File: config.mk
export PLATFORM = sky130hd
export DESIGN_NAME = alu_req_sequencer
export DESIGN_NICKNAME = d
export VERILOG_FILES = /design/src/rtl/alu_seq_pkg.sv /design/src/rtl/alu_seq_fifo.sv /design/src/rtl/alu_req_sequencer.sv
export SDC_FILE = /design/constraint.sdc
export NUM_CORES = 1
export LEC_CHECK = 0
export CORE_UTILIZATION = 30
export CTS_BUF_LIST = sky130_fd_sc_hd__clkbuf_16
export DETAILED_ROUTE_END_ITERATION = 6
export HOLD_SLACK_MARGIN = 0.06
export SLEW_MARGIN = 10
export SYNTH_ARGS = -nofsm -noshare
export SYNTH_HDL_FRONTEND = slang
export SYNTH_HIERARCHICAL = 1
export SYNTH_SLANG_ARGS = --single-unit
File: constraint.sdc
create_clock -name clk -period 3.7 [get_ports clk]
set_clock_uncertainty 0.15 [all_clocks]
set_input_delay 0.74 -clock clk [delete_from_list [all_inputs] [get_ports clk]]
set_output_delay 0.74 -clock clk [all_outputs]
set_load 0.1 [all_outputs]
File: src/rtl/alu_seq_pkg.sv
// Shared constants for the ALU request sequencer: opcode encodings, the idle
// opcode parked on the ALU when no request is issued, flag bit positions in
// the packed flag nibble, and the packed response layout.
package alu_seq_pkg;

   // ALU opcodes understood by the downstream ALU
   localparam logic [3:0] OP_ADD  = 4'd0;
   localparam logic [3:0] OP_SUB  = 4'd1;
   localparam logic [3:0] OP_MUL  = 4'd2;
   localparam logic [3:0] OP_AND  = 4'd3;
   localparam logic [3:0] OP_SRL  = 4'd4;
   localparam logic [3:0] OP_SLT  = 4'd5;
   localparam logic [3:0] OP_ROR  = 4'd6;
   localparam logic [3:0] OP_SGT  = 4'd7;
   localparam logic [3:0] OP_IDLE = 4'hF;

   // Bit positions inside the 4-bit flag field {carry, zero, ovf, sign}
   localparam int FLAG_CARRY = 3;
   localparam int FLAG_ZERO  = 2;
   localparam int FLAG_OVF   = 1;
   localparam int FLAG_SIGN  = 0;
   localparam int FLAGS_W    = 4;

   // Packed response entry is {result, flags, tag}, tag in the LSBs
   function automatic int resp_width(input int width, input int tag_w);
      return width + FLAGS_W + tag_w;
   endfunction

endpackage

File: src/rtl/alu_seq_fifo.sv
// Synchronous response FIFO for the ALU request sequencer. The head entry is
// presented combinationally; a push and a pop in the same cycle are accepted
// even when full, leaving the count unchanged.
module alu_seq_fifo #(
   parameter int DATA_W = 16,
   parameter int DEPTH  = 8
) (
   input  logic                       clk,
   input  logic                       rst,
   input  logic                       i_push,
   input  logic [DATA_W-1:0]          i_data,
   input  logic                       i_pop,
   output logic [DATA_W-1:0]          o_head,
   output logic [$clog2(DEPTH+1)-1:0] o_count,
   output logic                       o_empty
);

   localparam int PTR_W = (DEPTH > 1) ? $clog2(DEPTH) : 1;
   localparam int CNT_W = $clog2(DEPTH + 1);

   logic [DATA_W-1:0] r_mem [DEPTH];
   logic [PTR_W-1:0]  r_wr_ptr;
   logic [PTR_W-1:0]  r_rd_ptr;
   logic [CNT_W-1:0]  r_count;

   logic w_full;
   logic w_do_push;
   logic w_do_pop;

   function automatic logic [PTR_W-1:0] next_ptr(input logic [PTR_W-1:0] ptr);
      return (ptr == PTR_W'(DEPTH - 1)) ? '0 : ptr + 1'b1;
   endfunction

   assign w_full    = (r_count == CNT_W'(DEPTH));
   assign o_empty   = (r_count == '0);
   // A pop on a full FIFO frees the slot the simultaneous push writes into
   assign w_do_push = i_push && (!w_full || i_pop);
   assign w_do_pop  = i_pop && !o_empty;

   // Storage write
   // NOTE: the storage array has no reset; validity is carried by the count
   // and pointers, so clearing it would only cost flops.
   always_ff @(posedge clk) begin
      if (w_do_push) begin
         r_mem[r_wr_ptr] <= i_data;
      end
   end

   // Pointer and occupancy bookkeeping
   // NOTE: sequential state uses non-blocking assignments so every register
   // samples the pre-edge values regardless of statement order.
   always_ff @(posedge clk or posedge rst) begin
      if (rst) begin
         r_wr_ptr <= '0;
         r_rd_ptr <= '0;
         r_count  <= '0;
      end else begin
         if (w_do_push) r_wr_ptr <= next_ptr(r_wr_ptr);
         if (w_do_pop)  r_rd_ptr <= next_ptr(r_rd_ptr);
         case ({w_do_push, w_do_pop})
            2'b10:   r_count <= r_count + 1'b1;
            2'b01:   r_count <= r_count - 1'b1;
            default: r_count <= r_count;
         endcase
      end
   end

   assign o_head  = r_mem[r_rd_ptr];
   assign o_count = r_count;

endmodule

File: src/rtl/alu_req_sequencer.sv
// Flow-controlled front end for the pipelined ALU. Requests are registered
// onto the ALU ports, their tags ride a valid/tag pipeline matching the ALU
// latency, and results are captured into a response FIFO returned in issue
// order. Credit-based req_ready guarantees the FIFO can never overflow.
// Optional build macro ALU_SEQ_STATS_EN adds saturating issue/stall counters.
module alu_req_sequencer
   import alu_seq_pkg::*;
#(
   parameter int WIDTH      = 8,
   parameter int ALU_LAT    = 2,
   parameter int RESP_DEPTH = 8,
   parameter int TAG_W      = 4
) (
   input  logic              clk,
   input  logic              rst,
   // request side
   input  logic              i_req_valid,
   output logic              o_req_ready,
   input  logic [3:0]        i_req_opcode,
   input  logic [WIDTH-1:0]  i_req_a,
   input  logic [WIDTH-1:0]  i_req_b,
   input  logic [4:0]        i_req_shift,
   input  logic [TAG_W-1:0]  i_req_tag,
   // ALU drive and return
   output logic [3:0]        o_alu_opcode,
   output logic [WIDTH-1:0]  o_alu_in1,
   output logic [WIDTH-1:0]  o_alu_in2,
   output logic [4:0]        o_alu_shift,
   input  logic [WIDTH-1:0]  i_alu_result,
   input  logic              i_alu_carry,
   input  logic              i_alu_zero,
   input  logic              i_alu_ovf,
   input  logic              i_alu_sign,
   // response side
   output logic              o_resp_valid,
   input  logic              i_resp_ready,
   output logic [WIDTH-1:0]  o_resp_result,
   output logic [3:0]        o_resp_flags,
   output logic [TAG_W-1:0]  o_resp_tag
`ifdef ALU_SEQ_STATS_EN
   ,
   output logic [15:0]       o_issue_count,
   output logic [15:0]       o_stall_count
`endif
);

   localparam int RESP_W = resp_width(WIDTH, TAG_W);
   localparam int CNT_W  = $clog2(RESP_DEPTH + 1);

   logic                r_alu_opcode_valid_unused;
   logic [3:0]          r_alu_opcode;
   logic [WIDTH-1:0]    r_alu_in1;
   logic [WIDTH-1:0]    r_alu_in2;
   logic [4:0]          r_alu_shift;

   logic [ALU_LAT:0]    r_tp_valid;
   logic [TAG_W-1:0]    r_tp_tag [ALU_LAT+1];

   logic                w_accept;
   logic                w_req_ready;
   logic [31:0]         w_inflight;
   logic [31:0]         w_occupancy;
   logic [FLAGS_W-1:0]  w_flags;
   logic [RESP_W-1:0]   w_push_data;
   logic [RESP_W-1:0]   w_head;
   logic [CNT_W-1:0]    w_fifo_count;
   logic                w_fifo_empty;
   logic                w_resp_valid;
   logic                w_pop;

   assign r_alu_opcode_valid_unused = 1'b0;

   assign w_accept = i_req_valid && w_req_ready;

   // Credit: queued responses plus every operation still travelling the ALU
   always_comb begin
      // NOTE: every combinational output gets a default before any branch or
      // loop so no path leaves it unassigned and infers a latch.
      w_inflight = '0;
      for (int i = 0; i <= ALU_LAT; i++) begin
         w_inflight = w_inflight + 32'(r_tp_valid[i]);
      end
      w_occupancy = 32'(w_fifo_count) + w_inflight;
      w_req_ready = (w_occupancy < 32'(RESP_DEPTH));
   end

   assign o_req_ready = w_req_ready;

   // Drive the ALU from registers: the accepted request, else the idle opcode
   always_ff @(posedge clk or posedge rst) begin
      if (rst) begin
         r_alu_opcode <= OP_IDLE;
         r_alu_in1    <= '0;
         r_alu_in2    <= '0;
         r_alu_shift  <= '0;
      end else if (w_accept) begin
         r_alu_opcode <= i_req_opcode;
         r_alu_in1    <= i_req_a;
         r_alu_in2    <= i_req_b;
         r_alu_shift  <= i_req_shift;
      end else begin
         r_alu_opcode <= OP_IDLE;
         r_alu_in1    <= '0;
         r_alu_in2    <= '0;
         r_alu_shift  <= '0;
      end
   end

   assign o_alu_opcode = r_alu_opcode;
   assign o_alu_in1    = r_alu_in1;
   assign o_alu_in2    = r_alu_in2;
   assign o_alu_shift  = r_alu_shift;

   // Tag pipeline: stage ALU_LAT lines up with the ALU result for that request
   always_ff @(posedge clk or posedge rst) begin
      if (rst) begin
         r_tp_valid <= '0;
         for (int i = 0; i <= ALU_LAT; i++) begin
            r_tp_tag[i] <= '0;
         end
      end else begin
         r_tp_valid  <= {r_tp_valid[ALU_LAT-1:0], w_accept};
         r_tp_tag[0] <= i_req_tag;
         for (int i = 1; i <= ALU_LAT; i++) begin
            r_tp_tag[i] <= r_tp_tag[i-1];
         end
      end
   end

   // Pack ALU flags into their fixed nibble positions, forwarded verbatim
   always_comb begin
      w_flags             = '0;
      w_flags[FLAG_CARRY] = i_alu_carry;
      w_flags[FLAG_ZERO]  = i_alu_zero;
      w_flags[FLAG_OVF]   = i_alu_ovf;
      w_flags[FLAG_SIGN]  = i_alu_sign;
   end

   assign w_push_data = {i_alu_result, w_flags, r_tp_tag[ALU_LAT]};
   assign w_pop       = w_resp_valid && i_resp_ready;

   alu_seq_fifo #(
      .DATA_W (RESP_W),
      .DEPTH  (RESP_DEPTH)
   ) u_resp_fifo (
      .clk     (clk),
      .rst     (rst),
      .i_push  (r_tp_valid[ALU_LAT]),
      .i_data  (w_push_data),
      .i_pop   (w_pop),
      .o_head  (w_head),
      .o_count (w_fifo_count),
      .o_empty (w_fifo_empty)
   );

   // Head of the FIFO drives the response; outputs read zero while empty
   assign w_resp_valid  = !w_fifo_empty;
   assign o_resp_valid  = w_resp_valid;
   assign o_resp_result = w_resp_valid ? w_head[RESP_W-1 -: WIDTH] : '0;
   assign o_resp_flags  = w_resp_valid ? w_head[TAG_W +: FLAGS_W] : '0;
   assign o_resp_tag    = w_resp_valid ? w_head[TAG_W-1:0] : '0;

`ifdef ALU_SEQ_STATS_EN
   logic [15:0] r_issue_count;
   logic [15:0] r_stall_count;

   // Saturating accept and back-pressure counters
   always_ff @(posedge clk or posedge rst) begin
      if (rst) begin
         r_issue_count <= '0;
         r_stall_count <= '0;
      end else begin
         if (w_accept && (r_issue_count != 16'hFFFF)) begin
            r_issue_count <= r_issue_count + 16'd1;
         end
         if (i_req_valid && !w_req_ready && (r_stall_count != 16'hFFFF)) begin
            r_stall_count <= r_stall_count + 16'd1;
         end
      end
   end

   assign o_issue_count = r_issue_count;
   assign o_stall_count = r_stall_count;
`endif

endmodule

-- After elaboration in Yosys (flattened, before gate mapping)
Memories as Yosys holds them, arrays and structs flattened.
Index checks and enable logic that the tools add are counted.
Widths: inputs -> output; s select.
- bits in registers: 50
- RAM bits: 128
- input port bits: 45
- output and inout port bits: 43
- logic and storage cells: 46
- memories kept: 1
- memory list (name ; depth ; bits a word ; rd ports ; clocked after Yosys merged registers in ; write ports ; RTL line ; RTL):
    u_resp_fifo.r_mem ; 8 ; 16 ; 1 ; 0 ; 1 ; alu_seq_fifo.sv:21 ; logic [DATA_W-1:0] r_mem [DEPTH];
- add/subtract/negate cells: 7
- magnitude comparators: 1
- eq/ne operators: 5
- multiplexer cells: 12
- reductions and logical operators: 9
- operators by type and width (kind ; count):
    $mux 8 ; 3
    $mux 4 ; 3
    $pmux 4 s2 ; 1
    $add 3x1->3 const B ; 2
    $eq 3x3->1 const B ; 2
    $mux 3 ; 2
    $add 4x3->5 ; 1
    $lt 5x4->1 const B ; 1
    $mux 5 ; 1
    $add 4x1->4 const B ; 1
    $eq 4x4->1 const B ; 1
    $logic_and 1x1->1 ; 4
    $logic_not 4->1 ; 1
    $sub 4x1->4 const B ; 1
    $add 2x1->3 ; 1
    $add 1x1->2 ; 1
    $eq 2x1->1 const B ; 1
    $eq 2x2->1 const B ; 1
    $logic_not 1->1 ; 2
    $mux 1 ; 2
    $reduce_bool 2->1 ; 1
    $logic_or 1x1->1 ; 1

-- Logic depth before layout (Yosys ltp)
- word-level depth: 7
- gate-level depth with buffers: 10

-- Modules after synthesis
The synthesis kept the hierarchy.
- modules (own cells, without submodules) (module ; instances ; cells an instance ; area an instance (um^2) ; seq. area each (um^2)):
    alu_seq_fifo ; 1 ; 254 ; 5635.4 ; 4093.9
    alu_req_sequencer ; 1 ; 122 ; 1622.8 ; 1006.0

-- Worst setup path after synthesis
OpenSTA, ideal clock, no wires.
- path kind: reg2out
- start point: register r_tp_valid[0]
- end point: output o_req_ready
- arrival: 3.041 ns
- required time: 2.810 ns
- setup slack: -0.231 ns
- stages on the path, launching flop included: 7
- path buffers: 2
- cells stage by stage: dfrtp_1 fa_1 ha_1 a31o_1 buf_6 buf_8 a21oi_1
- longest elaborated chain between the ends: 4
- ends and longest elaborated chain (what ; RTL line ; RTL):
    start: declaration ; alu_req_sequencer.sv:56 ; logic [ALU_LAT:0] r_tp_valid;
    start signal: assignment ; alu_req_sequencer.sv:122 ; r_tp_valid <= {r_tp_valid[ALU_LAT-1:0], w_accept};
    $add 1x1->2 ; alu_req_sequencer.sv:81 ; w_inflight = w_inflight + 32'(r_tp_valid[i]);
    $add 2x1->3 ; alu_req_sequencer.sv:81 ;
    $add 4x3->5 ; alu_req_sequencer.sv:83 ; w_occupancy = 32'(w_fifo_count) + w_inflight;
    $lt 5x4->1 ; alu_req_sequencer.sv:84 ; w_req_ready = (w_occupancy < 32'(RESP_DEPTH));
    end: declaration ; alu_req_sequencer.sv:18 ; output logic o_req_ready,
Every way passes these cells.

-- Worst setup path in the final report
- start point: register u_resp_fifo.r_rd_ptr[0]
- end point: output o_resp_tag[1]
- longest elaborated chain between the ends: 2
- ends and longest elaborated chain (what ; RTL line ; RTL):
    start: declaration ; alu_seq_fifo.sv:23 ; logic [PTR_W-1:0] r_rd_ptr;
    start signal: assignment ; alu_seq_fifo.sv:59 ; if (w_do_pop) r_rd_ptr <= next_ptr(r_rd_ptr);
    $mem_v2 8x16 ; -- ;
    net w_head[1] ; alu_req_sequencer.sv:65 ; logic [RESP_W-1:0] w_head;
    $mux 4 ; alu_req_sequencer.sv:161 ; assign o_resp_tag = w_resp_valid ? w_head[TAG_W-1:0] : '0;
    end: declaration ; alu_req_sequencer.sv:39 ; output logic [TAG_W-1:0] o_resp_tag
The timed path passes the listed nets, and every way through them passes these cells.

==> results_dict.tcl <==
set metrics [dict create \
    reg2reg_slack_ns 0.40 \
    synth_area_sq_um 7258 \
    antenna_cells 0 \
    portBuffers 87 \
    grt_start_max_net_pins 33 \
    slowest_stage "mux4_1" \
    hold_ws_ns 0.1996 \
    crit_fanout 26 \
    insertion_delay_ns 0.42 \
    timing.setup.tns_ns 0 \
    ctsHoldBuffers 0 \
    coreArea_sq_um 23610 \
    drt_iter0_markers 193 \
    num_vias 3704 \
    cts_tree "yes" \
    syn_avg_cell_area_sq_um 19.30 \
    drv_slew 0 \
    dr.pass1.iters 4 \
    hold_start "r_tp_tag[8]$_DFF_PP0_" \
    via_per_inst 4.562 \
    r2r_end "u_resp_fifo/o_count[3]$_DFFE_PP0P_" \
    period_minus_slack_ns 3.339 \
    min_delay_path_depth 0 \
    nets 535 \
    htreeDepth 4 \
    synth_cell_type_count 40 \
    grt-ovfl-total 0 \
    finalSetupViolCount 0 \
    arrival_ns 2.45 \
    gr-usage-met3_pct 5.341 \
    worstSetupPathType "register to primary output" \
    crit_path_start_kind "register" \
    worstMarginPinSlew_ns 1.018 \
    yosys_warnings 6 \
    fmax_ghz 0.2995 \
    io_pins 88 \
    cts_buffers 17 \
    dp_hpwl_um 8933 \
    grt_pass1_wl_um 22670 \
    ys_ff_latch 178 \
    critPathCaptureType "primary output" \
    cts.sinks 178 \
    grt_use_total_pct 12.45 \
    rr_startpoint "u_resp_fifo/o_count[0]$_DFFE_PP0P_" \
    postSynthCellCount 376 \
    clk_path_buf_depth 2 \
    seq_area_frac_synth_pct 70.26 \
    antenna_left 0 \
    fin_crit_sh_pct 90.24 \
    synthArstFlopShare_pct 28.09 \
    wl_um 14060 \
    cts_setup_buffers 0 \
    syn-num-nets 431 \
    status "finished, final reports clean" \
    max_stage_delay_ns 0.63 \
    critPathRequiredTime_ns 2.81 \
    grt_antenna_before_repair 0 \
    max-cap-violations 0 \
    routedWlPerCell_um 17.32 \
    die_area_sq_um 24820 \
    hold_path_end "r_tp_tag[4]$_DFF_PP0_" \
    gp_congestion 0.6846 \
    area_growth_pct 28.06 \
    fillerInstances 2151 \
    synth_edf_count 128 \
    hold_path_class "register to register" \
    rsz0062_at_grt "false" \
    die_w_um 157.5 \
    die_y_um 157.5 \
    drc 0 \
    hold_viol 0 \
    path_clk_slew_ns 0.07 \
    grt_pass1_vias 4066 \
    crit_chain "buf_4 > mux4_1 > mux2_2 > nor2b_1 > buf_12" \
    grt.busiest_layer "met2" \
    cts_resized 0 \
    met1_usage_pct 15.02 \
    layout-drive-gt1-share_pct 26.37 \
    rows 56 \
    grtUsageMet2_pct 20.42 \
    reg2reg_depth 10 \
    root_buffer "clkbuf_16" \
    yosys_most_used_dff "edfxtp_1" \
    maxSlewHeadroom_pct 31.89 \
    start_util_pct 30.74 \
]
## sequential cells by signal, summed over array words and instances (netlist names)
name and cells:
r_tp_tag 12, u_resp_fifo/r_mem 128, o_alu_in1 8, o_alu_opcode 4, o_alu_in2 8, u_resp_fifo/o_count 4, o_alu_shift 5, u_resp_fifo/r_rd_ptr 3
u_resp_fifo/r_wr_ptr 3, r_tp_valid 3
## final cells by class
cell class,count,area [sq um],share of cell area [%]
sequential,178,5100,54.87
tap,319,399.1,4.294
clock buffer,20,500.5,5.384
clock inverter,12,72.57,0.7807
inverter,8,30.03,0.3231
multi-input combinational,168,2002,21.54
timing repair buffer,107,1191,12.81
## synth_stat cells, types with 5 or more instances
cell / number / area [sq um]
mux4_1: 29 / 762.0
buf_2: 9 / 45.04
mux2_2: 23 / 259.0
edfxtp_1: 128 / 3844
inv_1: 8 / 30.03
nor2b_1: 18 / 112.6
nand2_1: 23 / 86.33
dfrtp_1: 46 / 1151
nor2_1: 7 / 26.28
ha_1: 8 / 100.1
clkbuf_1: 5 / 18.77
a211oi_2: 18 / 225.2
## cell families (layout without fill, tap and decap cells)
kind of cell / after synthesis / after routing / share of synthesized area [%]
buffers and inverters: 30 / 147 / 2.775
AOI/OAI and AO/OA: 37 / 37 / 5.189
muxes: 56 / 56 / 15.14
xor gates and xnor gates: 2 / 2 / 0.2414
adders and majority gates: 10 / 10 / 1.931
DFF: 178 / 178 / 70.26
and+or+nand+nor: 63 / 63 / 4.465
## worst max path at each step
stage	start	end	slack, ns
global route	u_resp_fifo/r_rd_ptr[0]$_DFFE_PP0P_	o_resp_tag[1]	0.23
finish	u_resp_fifo/r_rd_ptr[0]$_DFFE_PP0P_	o_resp_tag[1]	0.36
global placement	i_resp_ready	u_resp_fifo/o_count[3]$_DFFE_PP0P_	0.26
CTS	u_resp_fifo/r_rd_ptr[0]$_DFFE_PP0P_	o_resp_tag[2]	0.28
floorplan	u_resp_fifo/o_count[0]$_DFFE_PP0P_	u_resp_fifo/o_count[3]$_DFFE_PP0P_	0.24
detailed placement	i_resp_ready	u_resp_fifo/o_count[3]$_DFFE_PP0P_	0.19
## per-stage QoR
| step | utilization, % | cell area (sq um) | std cells | setup WS [ns] |
|---|---|---|---|---|
| floorplan | - | 7262 | 376 | 0.2430 |
| global placement | 36.94 | 8722 | 780 | 0.2569 |
| detailed placement | 36.94 | 8722 | 780 | 0.1853 |
| CTS | 39.37 | 9295 | 812 | 0.2800 |
| global route | 39.37 | 9295 | 812 | 0.2349 |
| finish | 39.37 | 9295 | 812 | 0.3613 |
## worst max-delay path, delay by kind of cell, from the launching register on
kind,cells,cell delay (ns)
AND/OR/NAND/NOR,1,0.17
multiplexers,2,0.91
flip-flops,1,0.35
buffers and inverters,2,0.58
## placed cells by master, fill, tap and decap left out, types with 3 or more instances in the layout
cell type	n
edfxtp_1	128
clkdlybuf4s50_1	65
dfrtp_1	46
mux4_1	29
buf_4	24
nand2_1	23
mux2_2	23
clkbuf_16	20
a211oi_2	18
nor2b_1	18
buf_12	18
inv_1	10
ha_1	8
nor2_1	6
nand2b_1	4
a211o_1	4
dfstp_2	4
a21oi_1	3
a211oi_1	3
inv_4	3
mux4_2	3
## per-layer routing
| metal | part of all wire [%] | wire length [um] |
|---|---|---|
| met4 | 0.82 | 116 |
| met5 | 0 | 0 |
| met2 | 49 | 6913 |
| met3 | 8.0 | 1122 |
| met1 | 42 | 5909 |
Power is left out: the tool's default activity adds up to more than one toggle a clock period on the data nets, which glitch-free logic cannot reach.
